$ cat config.mk
export PLATFORM = sky130hd
export DESIGN_NAME = io_in_debounce
export DESIGN_NICKNAME = d
export VERILOG_FILES = /design/src/rtl/io_in_debounce.sv
export SDC_FILE = /design/constraint.sdc
export NUM_CORES = 1
export LEC_CHECK = 0
export CAP_MARGIN = 20
export CORE_MARGIN = 8
export CORE_UTILIZATION = 55
export CTS_CLUSTER_DIAMETER = 120
export CTS_CLUSTER_SIZE = 16
export DETAILED_ROUTE_END_ITERATION = 12
export PLACE_DENSITY = 0.83
export SETUP_SLACK_MARGIN = 0.15
export SLEW_MARGIN = 40
export SYNTH_ARGS = -nofsm -noshare
export SYNTH_HDL_FRONTEND = slang
export SYNTH_SLANG_ARGS = --single-unit
$ cat constraint.sdc
create_clock -name IQC -period 5 [get_ports IQC]
set_input_delay 1 -clock IQC [delete_from_list [all_inputs] [get_ports IQC]]
set_output_delay 1 -clock IQC [all_outputs]
set_load 0.05 [all_outputs]
$ cat src/rtl/io_in_debounce.sv
// Input conditioning for the eight registered IO pad bits: two-flop resync, per-channel
// debounce and a show-ahead queue of {channel, level} change events for fabric logic.
module io_in_debounce #(
    parameter int unsigned DBNC_CYCLES = 16,
    parameter int unsigned FIFO_DEPTH  = 4,
    parameter logic [0:7]  RESET_LEVEL = 8'h00
) (
    input  logic       IQC,
    input  logic       QRT,
    input  logic [0:7] IQZ,
    output logic [0:7] stable,
    output logic       evt_valid,
    output logic [3:0] evt_data,
    input  logic       evt_ready,
    output logic       overflow,
    input  logic       clr_overflow
);

    localparam int unsigned NCH    = 8;
    localparam int unsigned CNT_W  = 8;
    localparam int unsigned DW     = 4;
    localparam int unsigned PTR_W  = (FIFO_DEPTH > 1) ? $clog2(FIFO_DEPTH) : 1;
    localparam int unsigned FCNT_W = PTR_W + 1;

    logic [0:7]        s1_q, s2_q;
    logic [0:7]        stable_q, stable_d;
    logic [CNT_W-1:0]  cnt_q [NCH];
    logic [CNT_W-1:0]  cnt_d [NCH];
    logic [0:7]        pending_q, pending_d;
    logic [0:7]        plev_q, plev_d;
    logic [DW-1:0]     mem_q [FIFO_DEPTH];
    logic [DW-1:0]     mem_d [FIFO_DEPTH];
    logic [PTR_W-1:0]  wr_ptr_q, wr_ptr_d;
    logic [PTR_W-1:0]  rd_ptr_q, rd_ptr_d;
    logic [FCNT_W-1:0] fcnt_q, fcnt_d;
    logic              evt_valid_q, evt_valid_d;
    logic [DW-1:0]     evt_data_q, evt_data_d;
    logic              overflow_q, overflow_d;

    logic [0:7]        accept;
    logic              pop;
    logic              push;
    logic              found;
    logic [2:0]        push_ch;
    logic              ovf_set;

    // Debounce: a level is accepted on its DBNC_CYCLES-th consecutive differing sample.
    always_comb begin
        stable_d = stable_q;
        accept   = '0;
        for (int unsigned i = 0; i < NCH; i++) begin
            cnt_d[i] = cnt_q[i];
            if (s2_q[i] == stable_q[i]) begin
                cnt_d[i] = '0;
            end else if (cnt_q[i] == CNT_W'(DBNC_CYCLES - 1)) begin
                cnt_d[i]    = '0;
                stable_d[i] = s2_q[i];
                accept[i]   = 1'b1;
            end else begin
                cnt_d[i] = cnt_q[i] + CNT_W'(1);
            end
        end
    end

    // Pending arbitration, event queue and sticky overflow.
    always_comb begin
        pop       = evt_valid_q & evt_ready;
        found     = 1'b0;
        push_ch   = 3'd0;
        pending_d = pending_q;
        plev_d    = plev_q;
        ovf_set   = 1'b0;
        mem_d     = mem_q;
        wr_ptr_d  = wr_ptr_q;
        rd_ptr_d  = rd_ptr_q;
        fcnt_d    = fcnt_q;

        for (int unsigned i = 0; i < NCH; i++) begin
            if (!found && pending_q[i]) begin
                found   = 1'b1;
                push_ch = 3'(i);
            end
        end
        push = found & ((fcnt_q != FCNT_W'(FIFO_DEPTH)) | pop);

        if (push) begin
            pending_d[push_ch] = 1'b0;
            mem_d[wr_ptr_q]    = {push_ch, plev_q[push_ch]};
            wr_ptr_d           = wr_ptr_q + PTR_W'(1);
        end
        if (pop) begin
            rd_ptr_d = rd_ptr_q + PTR_W'(1);
        end
        case ({push, pop})
            2'b10:   fcnt_d = fcnt_q + FCNT_W'(1);
            2'b01:   fcnt_d = fcnt_q - FCNT_W'(1);
            default: fcnt_d = fcnt_q;
        endcase

        // A still-blocked pending entry gets overwritten; the older level is lost.
        for (int unsigned i = 0; i < NCH; i++) begin
            if (accept[i]) begin
                if (pending_d[i]) begin
                    ovf_set = 1'b1;
                end
                pending_d[i] = 1'b1;
                plev_d[i]    = stable_d[i];
            end
        end

        evt_valid_d = (fcnt_d != '0);
        evt_data_d  = evt_valid_d ? mem_d[rd_ptr_d] : evt_data_q;

        overflow_d = overflow_q;
        if (ovf_set) begin
            overflow_d = 1'b1;
        end else if (clr_overflow) begin
            overflow_d = 1'b0;
        end
    end

    always_ff @(posedge IQC) begin
        if (!QRT) begin
            s1_q        <= RESET_LEVEL;
            s2_q        <= RESET_LEVEL;
            stable_q    <= RESET_LEVEL;
            cnt_q       <= '{default: '0};
            pending_q   <= '0;
            plev_q      <= '0;
            mem_q       <= '{default: '0};
            wr_ptr_q    <= '0;
            rd_ptr_q    <= '0;
            fcnt_q      <= '0;
            evt_valid_q <= 1'b0;
            evt_data_q  <= '0;
            overflow_q  <= 1'b0;
        end else begin
            s1_q        <= IQZ;
            s2_q        <= s1_q;
            stable_q    <= stable_d;
            cnt_q       <= cnt_d;
            pending_q   <= pending_d;
            plev_q      <= plev_d;
            mem_q       <= mem_d;
            wr_ptr_q    <= wr_ptr_d;
            rd_ptr_q    <= rd_ptr_d;
            fcnt_q      <= fcnt_d;
            evt_valid_q <= evt_valid_d;
            evt_data_q  <= evt_data_d;
            overflow_q  <= overflow_d;
        end
    end

    assign stable    = stable_q;
    assign evt_valid = evt_valid_q;
    assign evt_data  = evt_data_q;
    assign overflow  = overflow_q;

endmodule
==> impl_metrics.env, run 1 <==
export IMPL_status="finished clean"
export IMPL_vias_per_cell=5.455
export IMPL_overflow=0
export IMPL_reg2reg_to="evt_data[0]"
export IMPL_grt_start_max_net_pins=36
export IMPL_synth_seq_cells=133
export IMPL_dp_final_hpwl_um=7694
export IMPL_crit_type="in -> reg"
export IMPL_reg2reg_depth=13
export IMPL_drive_gt1_frac=0.06726
export IMPL_p_int_mw=1.811
export IMPL_period_share=0.6922
export IMPL_root_buffer="clkbuf_8"
export IMPL_drc=0
export IMPL_gr_usage_all_layers=0.1782
export IMPL_netlist_area_sq_um=5564
export IMPL_wl_um=11340
export IMPL_die_h_um=116.6
export IMPL_rrSetupSlack_ns=1.78
export IMPL_holdWs_ns=0.4313
export IMPL_row_count=36
export IMPL_cpPeakStageDelay_ns=0.43
export IMPL_place_gp_congestion=0.8647
export IMPL_crit_end="evt_data[0]"
export IMPL_vias=4375
export IMPL_first_pass_iters=5
export IMPL_min_from="s1_q[3]"
export IMPL_placed_area_sq_um=5946
export IMPL_cts_htree_levels=4
export IMPL_antenna_found_initial=0
export IMPL_start_util=0.5666
export IMPL_cellLeakagePower_nw=2.417
export IMPL_seq_power_share=0.478
export IMPL_worst_path_dominant_cell_family="compound AO/OA/AOI/OAI gates"
export IMPL_hold_buffers=0
export IMPL_setup_viol=0
export IMPL_drtIter0Drc=294
export IMPL_syn_to_final_growth_pct=16.66
export IMPL_crit_fanout=8
export IMPL_diodes=0
export IMPL_clockBufferDepth=2
export IMPL_yosysSeqAreaShare=0.4785
export IMPL_core_sq_um=9819
export IMPL_critical_path_buf_inv_count=3
export IMPL_slew_headroom=0.4867
export IMPL_final_antenna_net_count=0
export IMPL_critPathCaptureType="register"
export IMPL_drv_slew=0
export IMPL_min_period_ns=3.461
export IMPL_ys_warn_count=0
export IMPL_async_reset_ff_frac=0
export IMPL_synthFlopType="dfxtp_1"
export IMPL_rsz0062_at_grt="false"
export IMPL_p_switching_uw=458.3
export IMPL_cts_resized=0
export IMPL_layout_cells_non_filler=802
export IMPL_post_place_ws_ns=1.080
export IMPL_grt_first_pass_wirelength_um=19300
export IMPL_dp_cells=774
export IMPL_syn_num_nets=651
export IMPL_chipWidth_um=116.6
export IMPL_numPortBuffers=25
export IMPL_switching_share=0.2019
export IMPL_ios=26
export IMPL_worst_slack_ns=1.539
export IMPL_cts_setup_buffers=0
export IMPL_cap_violations=0
export IMPL_total_power_mw=2.270
export IMPL_crit_start="evt_ready"
export IMPL_finClkSkew_ns=0.006886
export IMPL_wl_per_cell_um=14.14
export IMPL_synth_cell_type_count=53
export IMPL_cellPowerDensity_nw_per_um2=349.6
export IMPL_fmax_ghz=0.2889
export IMPL_synth_area_per_cell_sq_um=8.903
export IMPL_p_clk_frac=0.499
export IMPL_tns_ns=0
export IMPL_clkLatencyLatePin_ns=0.51
export IMPL_netlist_instances=625
export IMPL_cts_tree="yes"
export IMPL_cp_start_kind="input pin"
export IMPL_cts_sinks=133
export IMPL_hp_class="reg -> reg"
export IMPL_final_nets=686
export IMPL_design_area_sq_um=6491
export IMPL_fillerInstances=785
export IMPL_required_ns=5.45
export IMPL_crit_path_top_delay_cell="clkdlybuf4s50_1"
export IMPL_hold_viol=0
export IMPL_critPathArrivalTime_ns=3.91
export IMPL_power_frac_comb=0.023
export IMPL_die_area_sq_um=13590
export IMPL_clk_pin_slew_ns=0.06
export IMPL_utilization=0.6611
export IMPL_path_depth=14
export IMPL_tightest_slew_ns=0.7631
export IMPL_r2r_start="pending_q[5]"
export IMPL_cts_made_buffers=17
export IMPL_hold_depth=1
export IMPL_synth_edf_count=0
export IMPL_first_global_vias=4397
export IMPL_peakVddDrop_mv=0.2545
export IMPL_path_cells="clkdlybuf4s50_1 > nand2_1 > a32oi_2 > inv_1 > ha_1 > inv_1 > fa_1 > xor2_1 > xnor2_1 > nor3_1 > a21oi_1 > nand2_1 > a41oi_1 > a31o_2"
-- cells by family (layout without fill, tap and decap cells) --
group / after synthesis / in the layout / synth area share
fa+ha+maj: 14 / 14 / 0.03283
xor+xnor: 61 / 61 / 0.09602
mux: 13 / 13 / 0.02631
flops: 133 / 133 / 0.4785
buf+inv: 33 / 77 / 0.02518
compound gates: 89 / 89 / 0.09940
simple gates: 282 / 282 / 0.2417
-- power groups by stage --
stage          Clock [mW]  Sequential (mW)  Combinational [mW]
2_1_floorplan           0             1.10              0.0346
3_3_place_gp            0             1.11              0.0494
3_5_place_dp            0             1.11              0.0519
4_1_cts              1.15             1.09              0.0526
5_1_grt              1.20             1.09              0.0588
6_report             1.13             1.09              0.0524
-- worst reg2reg max path: cells and delay by family, from the launching register on --
| kind | cells | cell delay [ns] |
|---|---|---|
| simple gates | 3 | 0.72 |
| buf+inv | 2 | 0.21 |
| flops | 1 | 0.35 |
| xor+xnor | 2 | 0.38 |
| fa+ha+maj | 2 | 0.57 |
| compound gates | 4 | 0.93 |
-- layout by cell type, fill, tap and decap left out, types with 6 or more instances in the layout --
| cell | instances |
|---|---|
| and3_1 | 6 |
| nand2b_1 | 9 |
| mux2i_1 | 9 |
| and2_1 | 18 |
| inv_1 | 20 |
| xor2_1 | 37 |
| nand3_1 | 40 |
| a21oi_1 | 36 |
| dfxtp_1 | 133 |
| xnor2_1 | 23 |
| nor2_1 | 119 |
| o21a_1 | 8 |
| nor2b_1 | 11 |
| nor4_1 | 8 |
| o21ai_0 | 18 |
| clkbuf_8 | 6 |
| clkbuf_16 | 16 |
| clkdlybuf4s50_1 | 25 |
| nand2_1 | 49 |
| ha_1 | 13 |
-- flip-flops by register name (all words and copies together), names as in the netlist --
name,count
mem_q,16
fcnt_q,3
pending_q,8
cnt_q,64
s2_q,8
evt_valid,1
overflow,1
stable,8
rd_ptr_q,2
plev_q,8
s1_q,8
evt_data,4
wr_ptr_q,2
-- worst min-delay path by stage --
stage	to	slack (ns)
detailed placement	s2_q[5]	0.42
global placement	s2_q[2]	0.42
global route	s2_q[3]	0.45
CTS	s2_q[5]	0.43
finish	s2_q[3]	0.43
floorplan	s2_q[0]	0.41
-- cells in the mapped netlist (all sizes together), types with 2 or more instances --
master   instances  area share
nand4            4      0.0045
nand2           53       0.041
nand2b           9       0.010
or2              3      0.0034
and2            18       0.020
o2111ai          4      0.0063
inv             20       0.013
mux2             3      0.0061
o21a             8       0.011
buf              5      0.0063
a221oi           3      0.0047
dfxtp          133        0.48
xor2            38       0.060
o21ai           21       0.019
nor4            10       0.015
a31oi            4      0.0045
xnor2           23       0.036
nand3b           3      0.0040
nor3             2      0.0018
a21oi           36       0.032
ha              13       0.029
clkbuf           8      0.0054
mux2i            9       0.016
nor2           119       0.080
nand3           40       0.036
nor2b           11       0.012
and3             6      0.0067
-- cell type report --
type | instances | area [sq um] | share of cell area
inverters | 20 | 75.07 | 0.01157
multi-input cells | 459 | 2769 | 0.4266
repair buffers | 29 | 280.3 | 0.04318
flip-flops and latches | 133 | 2663 | 0.4102
clock buffers | 24 | 490.5 | 0.07556
well taps | 133 | 166.4 | 0.02564
clock inverters | 4 | 47.55 | 0.007325
-- per-layer routing --
metal / up-vias / wire [um] / track usage
li1: 2172 / - / -
met1: 2060 / 4907 / 0.1922
met2: 121 / 5634 / 0.3139
met3: 22 / 569 / 0.06308
met4: 0 / 228 / 0.06826
met5: - / 0 / 0
No activity file was read; power rests on OpenSTA's default activity.
==> inputs of run 2 (changes only) <==
==> constraint.sdc (replaced) <==
create_clock -name IQC -period 3.3 [get_ports IQC]
set_input_delay 0.66 -clock IQC [delete_from_list [all_inputs] [get_ports IQC]]
set_output_delay 0.66 -clock IQC [all_outputs]
set_load 0.05 [all_outputs]
==> impl_metrics.env, run 2 (same netlist as run 1, synthesis figures left out) <==
export IMPL_status="finished clean"
export IMPL_antenna_found_initial=0
export IMPL_drc=0
export IMPL_wl_per_cell_um=14.13
export IMPL_fmax_ghz=0.3487
export IMPL_slew_headroom=0.4790
export IMPL_hold_buffers=0
export IMPL_route_met2_wl_um=5733
export IMPL_min_period_ns=2.868
export IMPL_cts_sinks=133
export IMPL_crit_fanout=5
export IMPL_crit_type="reg -> reg"
export IMPL_critPathCaptureType="register"
export IMPL_wl_um=11490
export IMPL_cp_start_kind="register"
export IMPL_numPortBuffers=25
export IMPL_clockBufferDepth=2
export IMPL_finClkSkew_ns=0.008742
export IMPL_vias=4403
export IMPL_gr_usage_all_layers=0.1832
export IMPL_rsz0062_at_grt="false"
export IMPL_ios=26
export IMPL_cts_htree_levels=4
export IMPL_p_switching_uw=719.3
export IMPL_cts_tree="yes"
export IMPL_worst_slack_ns=0.4320
export IMPL_syn_to_final_growth_pct=18.30
export IMPL_grt_first_pass_wirelength_um=20020
export IMPL_routedLengthMet1_um=5057
export IMPL_rrSetupSlack_ns=0.43
export IMPL_path_cells="nor4_2 > buf_4 > a32oi_2 > inv_1 > ha_1 > inv_1 > fa_1 > xor2_1 > xnor2_1 > nor3_1 > a21oi_1 > buf_4 > o2111ai_1 > o211a_1"
export IMPL_final_nets=694
export IMPL_cpPeakStageDelay_ns=0.37
export IMPL_p_clk_frac=0.512
export IMPL_dp_final_hpwl_um=7764
export IMPL_final_common_cell="dfxtp_1"
export IMPL_first_pass_iters=4
export IMPL_tightest_slew_ns=0.7790
export IMPL_row_count=36
export IMPL_largest_reg_flops=64
export IMPL_die_area_sq_um=13590
export IMPL_largest_registers="cnt_q x64, mem_q x16"
export IMPL_place_gp_congestion=0.8613
export IMPL_setup_viol=0
export IMPL_cts_resized=0
export IMPL_cts_made_buffers=17
export IMPL_p_int_mw=2.817
export IMPL_hold_depth=1
export IMPL_crit_path_top_delay_cell="fa_1"
export IMPL_min_to="s2_q[5]"
export IMPL_first_global_vias=4536
export IMPL_overflow=0
export IMPL_start_util=0.5666
export IMPL_largest_register="cnt_q"
export IMPL_hold_viol=0
export IMPL_required_ns=3.70
export IMPL_wl_met3_um=571
export IMPL_hp_class="reg -> reg"
export IMPL_r2r_start="pending_q[5]"
export IMPL_root_buffer="clkbuf_8"
export IMPL_power_frac_comb=0.023
export IMPL_cap_violations=0
export IMPL_post_place_ws_ns=-0.04496
export IMPL_peakVddDrop_mv=0.3655
export IMPL_grt_start_max_net_pins=29
export IMPL_core_sq_um=9819
export IMPL_reg2reg_to="evt_data[3]"
export IMPL_drv_slew=0
export IMPL_diodes=0
export IMPL_reg2reg_depth=14
export IMPL_top_layer="met4"
export IMPL_critPathArrivalTime_ns=3.27
export IMPL_min_from="s1_q[5]"
export IMPL_chipWidth_um=116.6
export IMPL_clkLatencyLatePin_ns=0.51
export IMPL_switching_share=0.2034
export IMPL_seq_power_share=0.465
export IMPL_drtIter0Drc=219
export IMPL_cts_setup_buffers=0
export IMPL_clk_pin_slew_ns=0.06
export IMPL_final_antenna_net_count=0
export IMPL_total_power_mw=3.536
export IMPL_period_share=0.8691
export IMPL_cellPowerDensity_nw_per_um2=537.2
export IMPL_drive_gt1_frac=0.07941
export IMPL_vias_per_cell=5.416
export IMPL_final_cell_mix="dfxtp_1, nor2_1, nand2_1"
export IMPL_die_h_um=116.6
export IMPL_cellLeakagePower_nw=2.460
-- run 2: routing by layer --
layer | vias up | global-route usage
met5 | - | 0
met4 | 0 | 0.06826
met3 | 12 | 0.05171
met2 | 81 | 0.3205
met1 | 2110 | 0.2081
li1 | 2200 | -
-- run 2: worst max-delay path, delay by kind of cell, from the launching register on --
kind	cells	cell delay (ns)
AOI/OAI and AO/OA	4	0.57
and+or+nand+nor	2	0.34
xor gates and xnor gates	2	0.41
buffers and inverters	4	0.52
DFF	1	0.35
adders and majority gates	2	0.55
-- run 2: power by group through the flow --
stage	Sequential, mW	Clock [mW]	Combinational [mW]
2_1_floorplan	1.67	0	0.0524
3_3_place_gp	1.68	0	0.0758
3_5_place_dp	1.68	0	0.0799
4_1_cts	1.64	1.82	0.0816
5_1_grt	1.65	1.90	0.0920
6_report	1.64	1.81	0.0813
-- run 2: through the flow --
| step | util | instances | TNS [ns] | hold WS [ns] | cell area (sq um) |
|---|---|---|---|---|---|
| global route | 0.6704 | 813 | 0 | 0.4525 | 6583 |
| CTS | 0.6704 | 813 | 0 | 0.4329 | 6583 |
| floorplan | - | 625 | 0 | 0.4119 | 5564 |
| finish | 0.6704 | 813 | 0 | 0.4321 | 6583 |
| global placement | 0.6116 | 782 | 0 | 0.4161 | 6006 |
| detailed placement | 0.6116 | 782 | -0.07931 | 0.4177 | 6006 |
-- run 2: cell type report --
type / instances / area, sq um
Fill cell: 764 / 3237
Multi-Input combinational cell: 459 / 2761
Sequential cell: 133 / 2663
Clock buffer: 24 / 480.5
Timing Repair Buffer: 37 / 340.3
Tap cell: 133 / 166.4
Clock inverter: 7 / 96.34
Inverter: 20 / 75.07
-- run 2: how the worst max path moves through the flow --
stage | from | end | slack [ns] | depth (start not counted)
final | pending_q[5] | evt_data[3] | 0.43 | 14
after global routing | pending_q[5] | evt_data[3] | 0.18 | 14
after CTS | pending_q[5] | evt_data[3] | 0.45 | 14
after detailed placement | evt_ready | evt_data[3] | -0.04 | 14
after global placement | evt_ready | evt_data[3] | 0.07 | 14
after floorplan | evt_valid | evt_data[0] | 0.44 | 13
